<file path="src/rtl/lcd_seq_pkg.sv">
// Shared types for the LCD fill sequencer: FSM states, request packing and
// the rectangle sanity check applied when a request is popped.
package lcd_seq_pkg;

  localparam int COORD_W = 16;
  localparam int REG_W   = 32;
  localparam int REQ_W   = 4 * COORD_W;

  typedef enum logic [2:0] {
    ST_RST_HOLD = 3'd0,
    ST_INIT     = 3'd1,
    ST_IDLE     = 3'd2,
    ST_LOAD     = 3'd3,
    ST_FILL     = 3'd4
  } state_t;

  // Packing order {sc, ec, sp, ep}, sc in the most significant field.
  typedef struct packed {
    logic [COORD_W-1:0] sc;
    logic [COORD_W-1:0] ec;
    logic [COORD_W-1:0] sp;
    logic [COORD_W-1:0] ep;
  } req_t;

  function automatic logic rect_ok(input req_t r);
    return (r.ec >= r.sc) && (r.ep >= r.sp);
  endfunction

endpackage

</file>
<file path="src/rtl/fill_req_fifo.sv">
// Synchronous request FIFO with wrap-bit pointers, a flush that empties it in
// one cycle, and the head entry presented combinationally.
module fill_req_fifo
  import lcd_seq_pkg::*;
#(
  parameter int DEPTH = 4,
  parameter int W     = REQ_W
) (
  input  logic         clk,
  input  logic         rst,
  input  logic         i_push,
  input  logic         i_pop,
  input  logic         i_flush,
  input  logic [W-1:0] i_data,
  output logic [W-1:0] o_data,
  output logic         o_full,
  output logic         o_empty
);

  localparam int AW = $clog2(DEPTH);
  localparam int PW = AW + 1;

  logic [W-1:0]  r_mem [DEPTH];
  logic [PW-1:0] r_wp;
  logic [PW-1:0] r_rp;
  logic          w_do_push;
  logic          w_do_pop;

  assign o_full    = (r_wp[AW] != r_rp[AW]) && (r_wp[AW-1:0] == r_rp[AW-1:0]);
  assign o_empty   = (r_wp == r_rp);
  assign w_do_push = i_push && !o_full && !i_flush;
  assign w_do_pop  = i_pop && !o_empty && !i_flush;
  assign o_data    = r_mem[r_rp[AW-1:0]];

  always_ff @(posedge clk or posedge rst) begin
    if (rst) begin
      r_wp <= '0;
      r_rp <= '0;
    end else if (i_flush) begin
      r_wp <= '0;
      r_rp <= '0;
    end else begin
      if (w_do_push) r_wp <= r_wp + PW'(1);
      if (w_do_pop)  r_rp <= r_rp + PW'(1);
    end
  end

  // NOTE: storage is deliberately not reset; the pointers alone define which
  // entries are valid, and leaving the array out of reset keeps it a plain RAM.
  always_ff @(posedge clk) begin
    if (w_do_push) r_mem[r_wp[AW-1:0]] <= i_data;
  end

endmodule

</file>
<file path="src/rtl/lcd_fill_sequencer.sv">
// Runs panel reset + init once, then drains queued rectangle fills into the
// LCD core one at a time, recovering from a stalled core by timeout.
module lcd_fill_sequencer
  import lcd_seq_pkg::*;
#(
  parameter int FIFO_DEPTH     = 4,
  parameter int RST_CYCLES     = 1000,
  parameter int TIMEOUT_CYCLES = 2**22
) (
  input  logic               clk,
  input  logic               rst,
  input  logic               req_valid,
  output logic               req_ready,
  input  logic [COORD_W-1:0] req_sc,
  input  logic [COORD_W-1:0] req_ec,
  input  logic [COORD_W-1:0] req_sp,
  input  logic [COORD_W-1:0] req_ep,
  input  logic               reinit,
  input  logic               lcd_done,
  output logic               lcd_rstn,
  output logic               lcd_en,
  output logic               ini_en,
  output logic               color_en,
  output logic [REG_W-1:0]   set_sc,
  output logic [REG_W-1:0]   set_ec,
  output logic [REG_W-1:0]   set_sp,
  output logic [REG_W-1:0]   set_ep,
  output logic               busy,
  output logic               err_timeout,
  output logic               bad_rect
);

  localparam int HOLD_W = $clog2(RST_CYCLES + 1);
  localparam int TMO_W  = $clog2(TIMEOUT_CYCLES + 1);
  localparam logic [HOLD_W-1:0] HOLD_LAST = HOLD_W'(RST_CYCLES - 1);
  localparam logic [TMO_W-1:0]  TMO_LAST  = TMO_W'(TIMEOUT_CYCLES - 1);

  state_t             r_state;
  state_t             w_state_nxt;
  logic [HOLD_W-1:0]  r_hold_cnt;
  logic [TMO_W-1:0]   r_tmo_cnt;
  req_t               r_req;
  req_t               w_head;
  logic [REG_W-1:0]   r_set_sc, r_set_ec, r_set_sp, r_set_ep;
  logic               r_err_timeout;
  logic               w_full, w_empty;
  logic               w_push, w_pop, w_flush;
  logic               w_waiting, w_timeout, w_rect_ok;

  fill_req_fifo #(
    .DEPTH (FIFO_DEPTH),
    .W     (REQ_W)
  ) u_fifo (
    .clk     (clk),
    .rst     (rst),
    .i_push  (w_push),
    .i_pop   (w_pop),
    .i_flush (w_flush),
    .i_data  ({req_sc, req_ec, req_sp, req_ep}),
    .o_data  (w_head),
    .o_full  (w_full),
    .o_empty (w_empty)
  );

  assign w_waiting = (r_state == ST_INIT) || (r_state == ST_FILL);
  // A done pulse arriving on the last allowed cycle still counts as success.
  assign w_timeout = w_waiting && !lcd_done && (r_tmo_cnt == TMO_LAST);
  assign w_rect_ok = rect_ok(r_req);
  assign w_flush   = reinit || w_timeout;
  assign req_ready = !w_full && (r_state != ST_RST_HOLD);
  assign w_push    = req_valid && req_ready;

  // NOTE: every signal written here gets a default first, so no path through
  // the case leaves it unassigned and no latch is inferred.
  always_comb begin
    w_state_nxt = r_state;
    w_pop       = 1'b0;
    if (reinit) begin
      w_state_nxt = ST_RST_HOLD;
    end else begin
      unique case (r_state)
        ST_RST_HOLD: if (r_hold_cnt == HOLD_LAST) w_state_nxt = ST_INIT;
        ST_INIT: begin
          if (lcd_done)       w_state_nxt = ST_IDLE;
          else if (w_timeout) w_state_nxt = ST_RST_HOLD;
        end
        ST_IDLE: begin
          if (!w_empty) begin
            w_pop       = 1'b1;
            w_state_nxt = ST_LOAD;
          end
        end
        ST_LOAD: w_state_nxt = w_rect_ok ? ST_FILL : ST_IDLE;
        ST_FILL: begin
          if (lcd_done)       w_state_nxt = ST_IDLE;
          else if (w_timeout) w_state_nxt = ST_RST_HOLD;
        end
        default: w_state_nxt = ST_RST_HOLD;
      endcase
    end
  end

  // NOTE: sequential state uses non-blocking assignments so every register
  // samples the pre-edge values, independent of statement order.
  always_ff @(posedge clk or posedge rst) begin
    if (rst) begin
      r_state       <= ST_RST_HOLD;
      r_hold_cnt    <= '0;
      r_tmo_cnt     <= '0;
      r_req         <= '0;
      r_set_sc      <= '0;
      r_set_ec      <= '0;
      r_set_sp      <= '0;
      r_set_ep      <= '0;
      r_err_timeout <= 1'b0;
    end else begin
      r_state <= w_state_nxt;

      // A reinit while already holding reset restarts the hold window.
      if (reinit || (r_state != w_state_nxt)) r_hold_cnt <= '0;
      else if (r_state == ST_RST_HOLD)        r_hold_cnt <= r_hold_cnt + HOLD_W'(1);

      if (r_state != w_state_nxt) r_tmo_cnt <= '0;
      else if (w_waiting)         r_tmo_cnt <= r_tmo_cnt + TMO_W'(1);

      if (w_pop) r_req <= w_head;

      if ((r_state == ST_LOAD) && w_rect_ok && !reinit) begin
        r_set_sc <= REG_W'(r_req.sc);
        r_set_ec <= REG_W'(r_req.ec);
        r_set_sp <= REG_W'(r_req.sp);
        r_set_ep <= REG_W'(r_req.ep);
      end

      if (reinit)         r_err_timeout <= 1'b0;
      else if (w_timeout) r_err_timeout <= 1'b1;
    end
  end

  assign lcd_rstn    = (r_state != ST_RST_HOLD);
  assign lcd_en      = (r_state != ST_RST_HOLD);
  assign ini_en      = (r_state == ST_INIT);
  assign color_en    = (r_state == ST_FILL);
  assign busy        = (r_state != ST_IDLE) || !w_empty;
  assign bad_rect    = (r_state == ST_LOAD) && !w_rect_ok;
  assign err_timeout = r_err_timeout;
  assign set_sc      = r_set_sc;
  assign set_ec      = r_set_ec;
  assign set_sp      = r_set_sp;
  assign set_ep      = r_set_ep;

endmodule
</file>
<file path="config.mk">
export PLATFORM = sky130hd
export DESIGN_NAME = lcd_fill_sequencer
export DESIGN_NICKNAME = d
export VERILOG_FILES = /design/src/rtl/lcd_seq_pkg.sv /design/src/rtl/fill_req_fifo.sv /design/src/rtl/lcd_fill_sequencer.sv
export SDC_FILE = /design/constraint.sdc
export NUM_CORES = 1
export LEC_CHECK = 0
export BUFFER_PORTS_ARGS = -buffer_cell sky130_fd_sc_hd__buf_4
export CAP_MARGIN = 20
export CORE_MARGIN = 4
export CORE_UTILIZATION = 50
export DETAILED_ROUTE_END_ITERATION = 7
export PLACE_DENSITY = 0.74
export SKIP_CTS_REPAIR_TIMING = 1
export SLEW_MARGIN = 25
export SYNTH_ARGS = -nofsm -noshare
export SYNTH_HDL_FRONTEND = slang
export SYNTH_SLANG_ARGS = --single-unit
export TNS_END_PERCENT = 30
</file>
<file path="constraint.sdc">
create_clock -name clk -period 4.7 [get_ports clk]
set_input_delay 0.47 -clock clk [delete_from_list [all_inputs] [get_ports clk]]
set_output_delay 0.47 -clock clk [all_outputs]
set_load 0.05 [all_outputs]
</file>
==> summary.txt <==
Run status
  – Run status: completed

Critical path
  – Reg-to-Reg Start: r_req[47]
  – Path type of the worst setup path: flop to output pin
  – Largest stage delay on the critical path: 550 ps
  – Depth of the worst register-to-register path: 8
  – Internal reg-to-reg setup slack: roughly 1200 ps
  – Required time at the endpoint of the critical path: 4230 ps
  – Series of cell instances along the critical path: inv_1, ha_1, nand2b_1, a2111oi_0, o311ai_0, a211o_1, a211oi_1, buf_4
  – Arr. time, crit path: 3390 ps
  – Worst setup SP type: flop
  – Critical path peak fanout: 2
  – Master of the slowest instance on the critical path: sky130_fd_sc_hd__a211oi_1
  – Category of the worst setup path capture point: output pin
  – End of the worst register-to-register path: set_ep[4]

Placed design
  – HPWL after DPL: ~24 mm
  – Number of placed instances with taps included: 1678
  – Routability Congestion: 0.818
  – PortBufs: 140

CTS
  – Sink count of the clock tree: 427
  – Worst skew pair latency: ~540 ps
  – Clock-pin slew on the worst setup and hold paths: 60 ps
  – Number of buffers added by the clock tree synthesis step: 46
  – Number of levels the H-tree was split into: 2
  – Clock tree from TritonCTS: built
  – Cell at the root of the clock tree: sky130_fd_sc_hd__clkbuf_16
  – Number of buffers on the longest clock path: 3

Synthesis
  – Count of yosys warnings during synthesis: 0
  – Syn avg cell area: 15.9 um^2
  – Number of synthesized flops with an enable pin: 256
  – Adder-cell area share of the yosys netlist: 0.0275
  – Sequential cell area fraction in the yosys report: 0.673
  – Xor and xnor area share after synthesis: 0.0192
  – Mux cell area share after synthesis: 0.143
  – Proportion of register bits with asynchronous set or reset after synthesis: 0.400
  – Combinational family with the most area after synthesis: multiplexers
  – Most common library cells after synthesis: sky130_fd_sc_hd__edfxtp_1, sky130_fd_sc_hd__dfrtp_1, sky130_fd_sc_hd__mux2_2, sky130_fd_sc_hd__buf_4, sky130_fd_sc_hd__mux4_2
  – Library cell occupying the most area in the post-synthesis netlist: sky130_fd_sc_hd__edfxtp_1
  – Number of distinct library cells after synthesis: 50
  – Netlist Area Pre-Place: 17800 um^2
  – Gate count of the mapped netlist: 1118
  – Compound-gate portion of the synthesized area: 0.0304
  – Top FF cell, synth: sky130_fd_sc_hd__edfxtp_1
  – Synthesized flop and latch total: 427
  – Largest cells by area after synthesis: sky130_fd_sc_hd__edfxtp_1, sky130_fd_sc_hd__dfrtp_1, sky130_fd_sc_hd__mux4_2
  – Most numerous cell in the Yosys netlist: sky130_fd_sc_hd__edfxtp_1
  – Area share of the largest cell type after synthesis: 0.433
  – Simple-gate share of the synthesized area: 0.0580

Route
  – Average vias per placed instance: 5.47
  – Routed wire length per instance: 20.7 um
  – Length of routed met2 wiring: 18.3 mm
  – Violation count after the first detailed-routing iteration: 587
  – M1 wire length: 15.3 mm
  – Final routed wirelength across all metal layers: between 30 and 40 mm
  – Total number of vias: roughly 9700
  – First-pass detailed-route iteration total: 5
  – Amount of wire on met3 after detailed routing: 2.21 mm
  – Number of DRC violations after detailed routing: 0
  – Antenna violation net count after detailed routing: 0
  – Uppermost layer routed: met5

STA
  – Setup repair after global routing missed its margin: no
  – Worst setup skew after layout: ~13 ps
  – Final critical-path share of the clock period: 0.820
  – Actual transition at the worst max-transition pin: 983 ps
  – Final setup violation count: 0
  – Post-Route Hold Slack: ~84 ps
  – Upper clock frequency limit: 259 MHz
  – Final critical-path required period: 3860 ps
  – Hold violation total from the final report: 0
  – Worst slew margin: 0.344
  – Number of slew-limit violations in the final report: 0

Global routing
  – Global-route wire length before repair: 56.8 mm
  – Largest net degree at the start of global routing: 97
  – All-Layer GR Usage: 0.187
  – Congestion Overflow GR: 0
  – Via count of the first global-routing pass: 9908
  – Number of antenna violations at the first check in global routing: 2

Pwr
  – Standby leakage power: around 8.4 nW
  – Total power divided by cell area: 441 nW/um^2
  – Maximum ir drop on the vdd rail: 0.263 mV

Cells and area
  – Fill cell total of the finished layout: 2633
  – Post-layout nets: 1379
  – Final Non-Filler Cells: approximately 1800
  – Fraction of final layout cells with drive strength greater than 1: 0.306
  – Area growth from synthesis to layout: 16.0%

Run
  – Maximum Capacitance Violations: 0

Floorplan
  – Top Ports: 205
  – Number of core rows: 68
  – Die width: roughly 200 um
  – Starting Density: 0.511
  – Die outline area: 38600 um^2
  – Core box area: 34800 um^2
  – Chip Height: 197 um

Hold path
  – Hold crit path type: primary input to asynchronous set/reset pin
routing by layer:
| layer | vias to the layer above | track usage |
|---|---|---|
| met1 | 4916 | 0.263 |
| li1 | 4383 | - |
| met4 | 2 | 0.0458 |
| met2 | 303 | 0.309 |
| met5 | - | 0 |
| met3 | 48 | 0.0345 |
layout by cell type, fill, tap and decap left out, drive strengths merged, types with 3 or more instances in the layout:
cell type / synthesis / layout
a211oi: 4 / 4
a21oi: 42 / 42
and2: 6 / 6
and3: 7 / 7
and4: 12 / 12
buf: 89 / 158
clkbuf: 27 / 65
clkinv: 0 / 12
clkinvlp: 0 / 4
conb: 1 / 64
dfrtp: 171 / 171
edfxtp: 256 / 256
ha: 39 / 39
inv: 41 / 44
mux2: 97 / 97
mux4: 64 / 64
nand2: 60 / 60
nand3: 40 / 40
nand4: 17 / 17
nor2: 24 / 24
nor3: 10 / 10
nor4: 6 / 6
o21ai: 37 / 37
or3: 3 / 3
xnor2: 19 / 19
xor2: 20 / 20
power by group:
group / switching (mW) / internal [mW] / leakage, nW
Clock: 1.43 / 2.03 / 0.712
Combinational: 0.725 / 0.443 / 3.08
Sequential: 0.201 / 4.28 / 4.60
cells by family after synthesis:
logic type / after synthesis
fa+ha+maj: 39
compound gates: 97
mux: 161
xor+xnor: 39
flops: 427
other cells: 1
buf+inv: 157
simple gates: 197
stage by stage:
stage	worst slack [ps]	power [mW]	TNS, ps	util	instance area, um^2
2_1_floorplan	-288	5.36	-18440	-	18000
3_3_place_gp	1300	5.65	0	0.550	19100
3_5_place_dp	1210	5.71	0	0.550	19100
4_1_cts	883	9.18	0	0.592	20600
5_1_grt	618	9.53	0	0.593	20600
6_report	844	9.10	0	0.593	20600
how the worst max path moves through the flow:
stage,slack (ps),from,cells past startpoint,end
final,840,r_req[0],8,bad_rect
after CTS,880,r_req[0],8,bad_rect
after detailed placement,1210,r_req[47],8,set_ep[4]
after global routing,620,r_req[0],8,bad_rect
after floorplan,-290,u_fifo.r_wp[1],5,u_fifo.r_mem[3][0]
after global placement,1300,r_req[47],8,set_ep[4]
critical path, delay by kind of cell, from the launching register on:
kind                       cells  cell delay [ps]
adders and majority gates      1              270
AOI/OAI and AO/OA              4             1750
buffers and inverters          2              350
and+or+nand+nor                1              130
DFF                            1              340
state kept, by name, summed over array words and instances, names as in the netlist:
| signal | cells |
|---|---|
| u_fifo.r_mem | 256 |
| u_fifo.r_wp | 3 |
| set_sc | 16 |
| r_req | 64 |
| r_tmo_cnt | 23 |
| r_state | 3 |
| set_ec | 16 |
| set_sp | 16 |
| r_hold_cnt | 10 |
| u_fifo.r_rp | 3 |
| err_timeout | 1 |
| set_ep | 16 |
cell type report:
| type | instances | area (um^2) | share of cell area |
|---|---|---|---|
| antenna | 1 | 2.50 | 0.000121 |
| clock inverter | 21 | 186 | 0.00904 |
| inverter | 41 | 158 | 0.00765 |
| timing repair buffer | 158 | 1240 | 0.0600 |
| clock buffer | 65 | 1280 | 0.0623 |
| multi-input combinational | 597 | 5210 | 0.253 |
| sequential | 427 | 12000 | 0.581 |
| tap | 455 | 569 | 0.0276 |
Power figures use the tool's default switching activity.
